--- config.mk ---
export PLATFORM = sky130hd
export DESIGN_NAME = load_store_unit
export DESIGN_NICKNAME = d
export VERILOG_FILES = /design/src/rtl/ls_pkg.sv /design/src/rtl/ls_lane_align.sv /design/src/rtl/load_store_unit.sv
export SDC_FILE = /design/constraint.sdc
export NUM_CORES = 1
export LEC_CHECK = 0
export ABC_AREA = 1
export CORE_ASPECT_RATIO = 0.9
export CORE_MARGIN = 4
export CORE_UTILIZATION = 53
export DETAILED_ROUTE_END_ITERATION = 16
export PLACE_DENSITY = 0.85
export SLEW_MARGIN = 25
export SYNTH_ARGS = -nofsm -noshare
export SYNTH_HDL_FRONTEND = slang
export SYNTH_HIERARCHICAL = 1
export SYNTH_SLANG_ARGS = --single-unit
--- constraint.sdc ---
create_clock -name clk -period 5 [get_ports clk]
set_clock_uncertainty 0.2 [all_clocks]
set_input_delay 1 -clock clk [delete_from_list [all_inputs] [get_ports clk]]
set_output_delay 1 -clock clk [all_outputs]
set_load 0.02 [all_outputs]
--- src/rtl/ls_pkg.sv ---
// Load/store unit shared types.
// State encoding, op field layout and named opcodes.
package ls_pkg;

  typedef enum logic [1:0] {
    S_IDLE  = 2'b00,
    S_READ  = 2'b01,
    S_WRITE = 2'b10,
    S_RESP  = 2'b11
  } ls_state_t;

  localparam int OP_STORE = 3;
  localparam int OP_UNS   = 2;

  localparam logic [1:0] SZ_BYTE = 2'b00;
  localparam logic [1:0] SZ_HALF = 2'b01;
  localparam logic [1:0] SZ_WORD = 2'b10;

  localparam logic [3:0] LB  = 4'b0000;
  localparam logic [3:0] LH  = 4'b0001;
  localparam logic [3:0] LW  = 4'b0010;
  localparam logic [3:0] LBU = 4'b0100;
  localparam logic [3:0] LHU = 4'b0101;
  localparam logic [3:0] SB  = 4'b1000;
  localparam logic [3:0] SH  = 4'b1001;
  localparam logic [3:0] SW  = 4'b1010;

  // Illegal size, unsigned store, misalignment or past the last word.
  function automatic logic op_err(
    input logic [3:0]  op,
    input logic [31:0] addr,
    input logic [31:0] last
  );
    logic e;
    e = 1'b0;
    if (op[1:0] == 2'b11) e = 1'b1;
    if (op[OP_STORE] && op[OP_UNS]) e = 1'b1;
    if (op[1:0] == SZ_HALF && addr[0]) e = 1'b1;
    if (op[1:0] == SZ_WORD && addr[1:0] != 2'b00) e = 1'b1;
    if (addr > last) e = 1'b1;
    return e;
  endfunction

endpackage

--- src/rtl/ls_lane_align.sv ---
// Big-endian lane extract/extend for loads
// and lane merge for sub-word stores.
module ls_lane_align
  import ls_pkg::*;
(
  input  logic [31:0] i_rd_word,
  input  logic [31:0] i_buf,
  input  logic [31:0] i_wdata,
  input  logic [1:0]  i_off,
  input  logic [1:0]  i_size,
  input  logic        i_uns,
  output logic [31:0] o_rdata,
  output logic [31:0] o_merged
);

  logic [7:0]  w_byte;
  logic [15:0] w_half;

  // Load path: pick lane, then sign or zero extend.
  always_comb begin
    w_byte  = 8'h00;
    w_half  = 16'h0000;
    o_rdata = 32'h0;
    unique case (i_off)
      2'd0: w_byte = i_rd_word[31:24];
      2'd1: w_byte = i_rd_word[23:16];
      2'd2: w_byte = i_rd_word[15:8];
      2'd3: w_byte = i_rd_word[7:0];
    endcase
    w_half = i_off[1] ? i_rd_word[15:0] : i_rd_word[31:16];
    unique case (1'b1)
      (i_size == SZ_BYTE):
        o_rdata = i_uns ? {24'h0, w_byte}
                        : {{24{w_byte[7]}}, w_byte};
      (i_size == SZ_HALF):
        o_rdata = i_uns ? {16'h0, w_half}
                        : {{16{w_half[15]}}, w_half};
      default:
        o_rdata = i_rd_word;
    endcase
  end

  // Store path: overwrite the addressed lane of the buffered word.
  always_comb begin
    o_merged = i_buf;
    unique case (1'b1)
      (i_size == SZ_BYTE): begin
        unique case (i_off)
          2'd0: o_merged[31:24] = i_wdata[7:0];
          2'd1: o_merged[23:16] = i_wdata[7:0];
          2'd2: o_merged[15:8]  = i_wdata[7:0];
          2'd3: o_merged[7:0]   = i_wdata[7:0];
        endcase
      end
      (i_size == SZ_HALF): begin
        if (i_off[1]) o_merged[15:0]  = i_wdata[15:0];
        else          o_merged[31:16] = i_wdata[15:0];
      end
      default:
        o_merged = i_wdata;
    endcase
  end

endmodule

--- src/rtl/load_store_unit.sv ---
// Load/store unit between execute and a big-endian data memory.
// Single outstanding request, one-cycle response pulse.
module load_store_unit
  import ls_pkg::*;
#(
  parameter int MEM_BYTES = 1024
) (
  input  logic        clk,
  input  logic        rst_n,
  input  logic        req_valid,
  output logic        req_ready,
  input  logic [3:0]  req_op,
  input  logic [31:0] req_addr,
  input  logic [31:0] req_wdata,
  output logic        resp_valid,
  output logic [31:0] resp_rdata,
  output logic        resp_err,
  output logic [31:0] mem_address,
  output logic [31:0] mem_write_data,
  output logic        mem_write,
  output logic        mem_read,
  input  logic [31:0] mem_read_data
);

  localparam logic [31:0] LAST = 32'(MEM_BYTES - 4);

  ls_state_t   r_state;
  logic [3:0]  r_op;
  logic [31:0] r_addr;
  logic [31:0] r_wdata;
  logic [31:0] r_buf;
  logic        r_resp_valid;
  logic        r_resp_err;
  logic [31:0] r_rdata;

  logic [31:0] w_ld_rdata;
  logic [31:0] w_merged;
  logic        w_err;

  assign w_err = op_err(req_op, req_addr, LAST);

  ls_lane_align u_align (
    .i_rd_word (mem_read_data),
    .i_buf     (r_buf),
    .i_wdata   (r_wdata),
    .i_off     (r_addr[1:0]),
    .i_size    (r_op[1:0]),
    .i_uns     (r_op[OP_UNS]),
    .o_rdata   (w_ld_rdata),
    .o_merged  (w_merged)
  );

  assign req_ready      = (r_state == S_IDLE);
  assign mem_address    = {r_addr[31:2], 2'b00};
  assign mem_write_data = w_merged;
  assign mem_read       = rst_n && (r_state == S_READ);
  assign mem_write      = rst_n && (r_state == S_WRITE);
  assign resp_valid     = r_resp_valid;
  assign resp_err       = r_resp_err;
  assign resp_rdata     = r_rdata;

  // Request sequencing and registered response.
  always_ff @(posedge clk) begin
    if (!rst_n) begin
      r_state      <= S_IDLE;
      r_op         <= 4'h0;
      r_addr       <= 32'h0;
      r_wdata      <= 32'h0;
      r_buf        <= 32'h0;
      r_resp_valid <= 1'b0;
      r_resp_err   <= 1'b0;
      r_rdata      <= 32'h0;
    end else begin
      r_resp_valid <= 1'b0;
      unique case (r_state)
        S_IDLE: begin
          if (req_valid) begin
            r_op    <= req_op;
            r_addr  <= req_addr;
            r_wdata <= req_wdata;
            if (w_err) begin
              r_state      <= S_RESP;
              r_resp_valid <= 1'b1;
              r_resp_err   <= 1'b1;
              r_rdata      <= 32'h0;
            end else if (req_op[OP_STORE] &&
                         req_op[1:0] == SZ_WORD) begin
              r_state <= S_WRITE;
            end else begin
              r_state <= S_READ;
            end
          end
        end
        S_READ: begin
          r_buf <= mem_read_data;
          if (r_op[OP_STORE]) begin
            r_state <= S_WRITE;
          end else begin
            r_state      <= S_RESP;
            r_resp_valid <= 1'b1;
            r_resp_err   <= 1'b0;
            r_rdata      <= w_ld_rdata;
          end
        end
        S_WRITE: begin
          r_state      <= S_RESP;
          r_resp_valid <= 1'b1;
          r_resp_err   <= 1'b0;
          r_rdata      <= 32'h0;
        end
        S_RESP: begin
          r_state <= S_IDLE;
        end
        default: r_state <= S_IDLE;
      endcase
    end
  end

endmodule

==> results list, run 1 <==
- Number of cells traversed by the worst register-to-register path: 9
- The endpoint identified for the worst register-to-register timing path is r_state[0].
* Relative max-transition margin: 34.3%
* Capturing element type of the critical path: output pin
- Once the floorplan was initialized, standard cells occupied 53.9% of the core.
- Routed Antenna Nets: 0
- The netlist uses 32 different library cells.
* Final wirelength: 24800 um
- Min Clock Period, post-route: 4.57 ns
- H-tree Lvls: 4
* Sequential share of the synthesized area: 36.0%
* RePlAce Congestion: 0.975
- Total number of yosys warnings: 6
- Cell area after synthesis: 0.00755 mm^2
- In this run, synthesis inferred 0 flip-flops with an integrated enable.
* Largest net degree at the start of global routing: 68
* Startpoint Class: flip-flop
- Buffers inserted during clock tree synthesis total 17.
- Kind of critical path: reg2out
* Slowest cell on the critical path: sky130_fd_sc_hd__dfxtp_1
- Post-CTS timing repair inserted 0 buffers for setup.
- Kind of path behind the tightest hold check: reg2reg
- For this run, the share of the core covered by cells in the final layout is 70.4%.
* Remaining DRCs: 0
* Core footprint: 0.0140 mm^2
- Post-synthesis async set-or-reset flop share: 0%
- The first global-routing pass estimated 39200 um of wire.
- Setup violations remaining at the end of the flow were counted as 0.
- STA puts the critical path data arrival time at 3.37 ns.
- Final Max Tran Viols: 0
- Hold-fix buffer count after cts: 0
- On the final layout, the worst hold slack is 0.278 ns.
- In the finished design, the share of the clock period the worst path needs comes to 91.4%.
- Io pins: 204
* Post-layout net count: 1410
* Most numerous cell in the Yosys netlist: sky130_fd_sc_hd__nor2_1
- The die covers 0.0162 mm^2.
- In this design, the stage delay of the slowest critical-path cell is 0.86 ns.
- For this block, the initial DRC count from the detailed router was 1168.
* Clock tree from TritonCTS: built
* Area fraction of the dominant cell type after synthesis: 36.0%
* Vias: 8260
- After detailed routing, the number of vias per cell comes to 5.48.
- In this run, post-CTS repair resized a total of 0 instances.
* Most area-hungry cell type in the Yosys netlist: sky130_fd_sc_hd__dfxtp_1
- The tool flagged a number of max-cap violations equal to 0.
* Inst Count DP: 1476
- Start of the worst register-to-register path: r_state[1]
* Critical-path cell list: inv_2 > o21ai_2 > nand2_1 > o211ai_1 > clkdlybuf4s50_1
- For the worst setup path, the data required time is 3.80 ns.
- The run finished with clean final reports.
- After detailed routing, the average wire length per cell comes to 16.5 um.
- Number of detailed-route iterations in the first pass: 7
- Synthesis handed over a netlist of 1182 instances.
- Cell depth of the worst min-delay path: 2
- Maximum clock insertion buffer count: 2
* Total congestion overflow after global routing: 0
* Power per Cell Area: 640 mW/mm^2
- Ranking of synthesized cells by instance count: sky130_fd_sc_hd__nor2_1, sky130_fd_sc_hd__nand2_1, sky130_fd_sc_hd__dfxtp_1, sky130_fd_sc_hd__o21ai_0, sky130_fd_sc_hd__nand3_1
* Primary FF master, synth: sky130_fd_sc_hd__dfxtp_1
- Setup repair after global routing left no endpoint under its margin.
- The worst register-to-register path has a setup slack of 1.83 ns.
- Hold_sp: resp_err
- The wire-length estimate of the detail-placed layout is 17600 um.
- CP max FO: 32
- Top cells by area, synth: sky130_fd_sc_hd__dfxtp_1, sky130_fd_sc_hd__nor2_1, sky130_fd_sc_hd__nand2_1
- Clock edge transition at the registers on the reported setup and hold paths: 0.06 ns
- Average cell area after synthesis: 6.39 um^2
- Total Routing Usage GR: 30.5%
- Number of antenna violations at the first check in global routing: 0
- Counting flops and latches in the post-synthesis netlist gives 136.
- TritonCTS sink count: 136
* Leak Pwr: 4.09 nW
* Ratio of cells with drive above 1 in the final layout: 5.10%
* Crit path buffers/inverters: 2
* Die Span X: 134 um
- After layout, the design draws a total of 6.31 mW.
* Non-filler instance count after layout: 1508
- The initialized floorplan defines 41 standard-cell rows.
- The final hold violation count was 0.
* Root buffer cell: sky130_fd_sc_hd__clkbuf_16
* Total Neg Setup Slack: 0 ns
- For the pin with the worst max-slew slack, the measured transition is 0.980 ns.
- Hold Path End: resp_err
- For the worst-skew pair, the clock arrives at the later sink with an insertion delay of 0.42 ns.
- Number of diodes added for antenna fixing: 0
- Number of buffers added on ports: 201
- Layout area overhead: 30.5%
* Vias in the first global route: 7431
- The die is 121 um tall.
- The worst-case IR drop observed on VDD is 365 uV.
* Family with the most delay on the worst path: buffers and inverters
* Max Freq: 0.219 GHz
routing by layer:
metal / global-route usage (%) / vias to the layer above / part of all wire (%)
met5: 0 / - / 0
met4: 13.4 / 0 / 3.9
met3: 9.29 / 87 / 11
met2: 46.3 / 465 / 45
met1: 40.2 / 3704 / 41
li1: - / 4004 / -
worst min-delay path, stage by stage, from the launching register on:
cell,delay [ns]
sky130_fd_sc_hd__dfxtp_1,0.32
sky130_fd_sc_hd__a21oi_1,0.04
sky130_fd_sc_hd__nor2_1,0.08
sequential cells by signal, indices dropped and copies added, names as in the netlist:
signal	flops
r_addr	32
r_buf	32
r_op	4
r_state	2
r_wdata	32
resp_err	1
resp_rdata	32
resp_valid	1
placed cells by master, fill, tap and decap left out:
| cell | count |
|---|---|
| sky130_fd_sc_hd__nand3_4 | 2 |
| sky130_fd_sc_hd__clkinvlp_4 | 2 |
| sky130_fd_sc_hd__o21ai_2 | 1 |
| sky130_fd_sc_hd__conb_1 | 2 |
| sky130_fd_sc_hd__a21oi_1 | 35 |
| sky130_fd_sc_hd__nand2_4 | 2 |
| sky130_fd_sc_hd__clkbuf_8 | 1 |
| sky130_fd_sc_hd__nand3_1 | 77 |
| sky130_fd_sc_hd__nor2_2 | 3 |
| sky130_fd_sc_hd__nor3_1 | 2 |
| sky130_fd_sc_hd__a211oi_4 | 1 |
| sky130_fd_sc_hd__dfxtp_1 | 136 |
| sky130_fd_sc_hd__o21bai_1 | 1 |
| sky130_fd_sc_hd__clkdlybuf4s50_1 | 200 |
| sky130_fd_sc_hd__nand4_1 | 16 |
| sky130_fd_sc_hd__buf_4 | 8 |
| sky130_fd_sc_hd__nand2_2 | 1 |
| sky130_fd_sc_hd__bufinv_16 | 4 |
| sky130_fd_sc_hd__ha_2 | 1 |
| sky130_fd_sc_hd__inv_2 | 7 |
| sky130_fd_sc_hd__clkinv_4 | 1 |
| sky130_fd_sc_hd__o21ai_1 | 2 |
| sky130_fd_sc_hd__o21ai_0 | 132 |
| sky130_fd_sc_hd__ha_1 | 4 |
| sky130_fd_sc_hd__nor2_1 | 274 |
| sky130_fd_sc_hd__a21boi_0 | 1 |
| sky130_fd_sc_hd__a21oi_4 | 1 |
| sky130_fd_sc_hd__inv_6 | 4 |
| sky130_fd_sc_hd__inv_1 | 64 |
| sky130_fd_sc_hd__o211ai_1 | 35 |
| sky130_fd_sc_hd__clkbuf_16 | 17 |
| sky130_fd_sc_hd__nand2_1 | 265 |
| sky130_fd_sc_hd__clkinv_2 | 3 |
| sky130_fd_sc_hd__nand3_2 | 2 |
| sky130_fd_sc_hd__clkinv_1 | 2 |
| sky130_fd_sc_hd__o21bai_2 | 1 |
| sky130_fd_sc_hd__nor2_4 | 4 |
| sky130_fd_sc_hd__buf_2 | 1 |
area by class of cell:
type | count | area [um^2]
fill | 1172 | 4150
timing repair buffer | 209 | 2070
sequential | 136 | 2720
multi-input combinational | 865 | 3920
inverter | 73 | 274
clock buffer | 18 | 439
tap | 193 | 241
clock inverter | 14 | 194
worst max-delay path by stage:
| stage | slack (ns) | cells after the start | start | endpoint |
|---|---|---|---|---|
| after CTS | 0.53 | 5 | r_addr[1] | mem_write_data[15] |
| after floorplan | 2.38 | 3 | rst_n | mem_read |
| after global routing | 0.28 | 5 | r_addr[1] | mem_write_data[15] |
| after detailed placement | 0.98 | 5 | r_addr[1] | mem_write_data[15] |
| after global placement | 1.10 | 5 | r_addr[1] | mem_write_data[9] |
| final | 0.43 | 5 | r_addr[1] | mem_write_data[15] |
stage by stage:
step | setup WS [ns] | cell area (um^2)
floorplan | 2.38 | 7560
global placement | 1.10 | 9220
detailed placement | 0.984 | 9220
CTS | 0.526 | 9860
global route | 0.275 | 9860
finish | 0.429 | 9860
logic make-up after synthesis:
kind of cell	synth area share [%]
AOI/OAI and AO/OA	15.6
and+or+nand+nor	35.3
buffers and inverters	12.2
adders and majority gates	0.828
DFF	36.0
other	0.0496
where the power goes:
group	switching [mW]	internal (mW)
sequential	0.281	1.45
clock	0.496	0.851
combinational	1.96	1.27
No activity file was read; power rests on OpenSTA's default activity.
==> run 2: changes to the inputs <==
--- a/config.mk
+++ b/config.mk
@@ -11,6 +11,7 @@
 export CORE_UTILIZATION = 53
 export DETAILED_ROUTE_END_ITERATION = 16
 export PLACE_DENSITY = 0.85
+export SETUP_SLACK_MARGIN = 0.15
 export SLEW_MARGIN = 25
 export SYNTH_ARGS = -nofsm -noshare
 export SYNTH_HDL_FRONTEND = slang
==> results of run 2 <==
Final layout, timing and power as in run 1 (identical DEF).
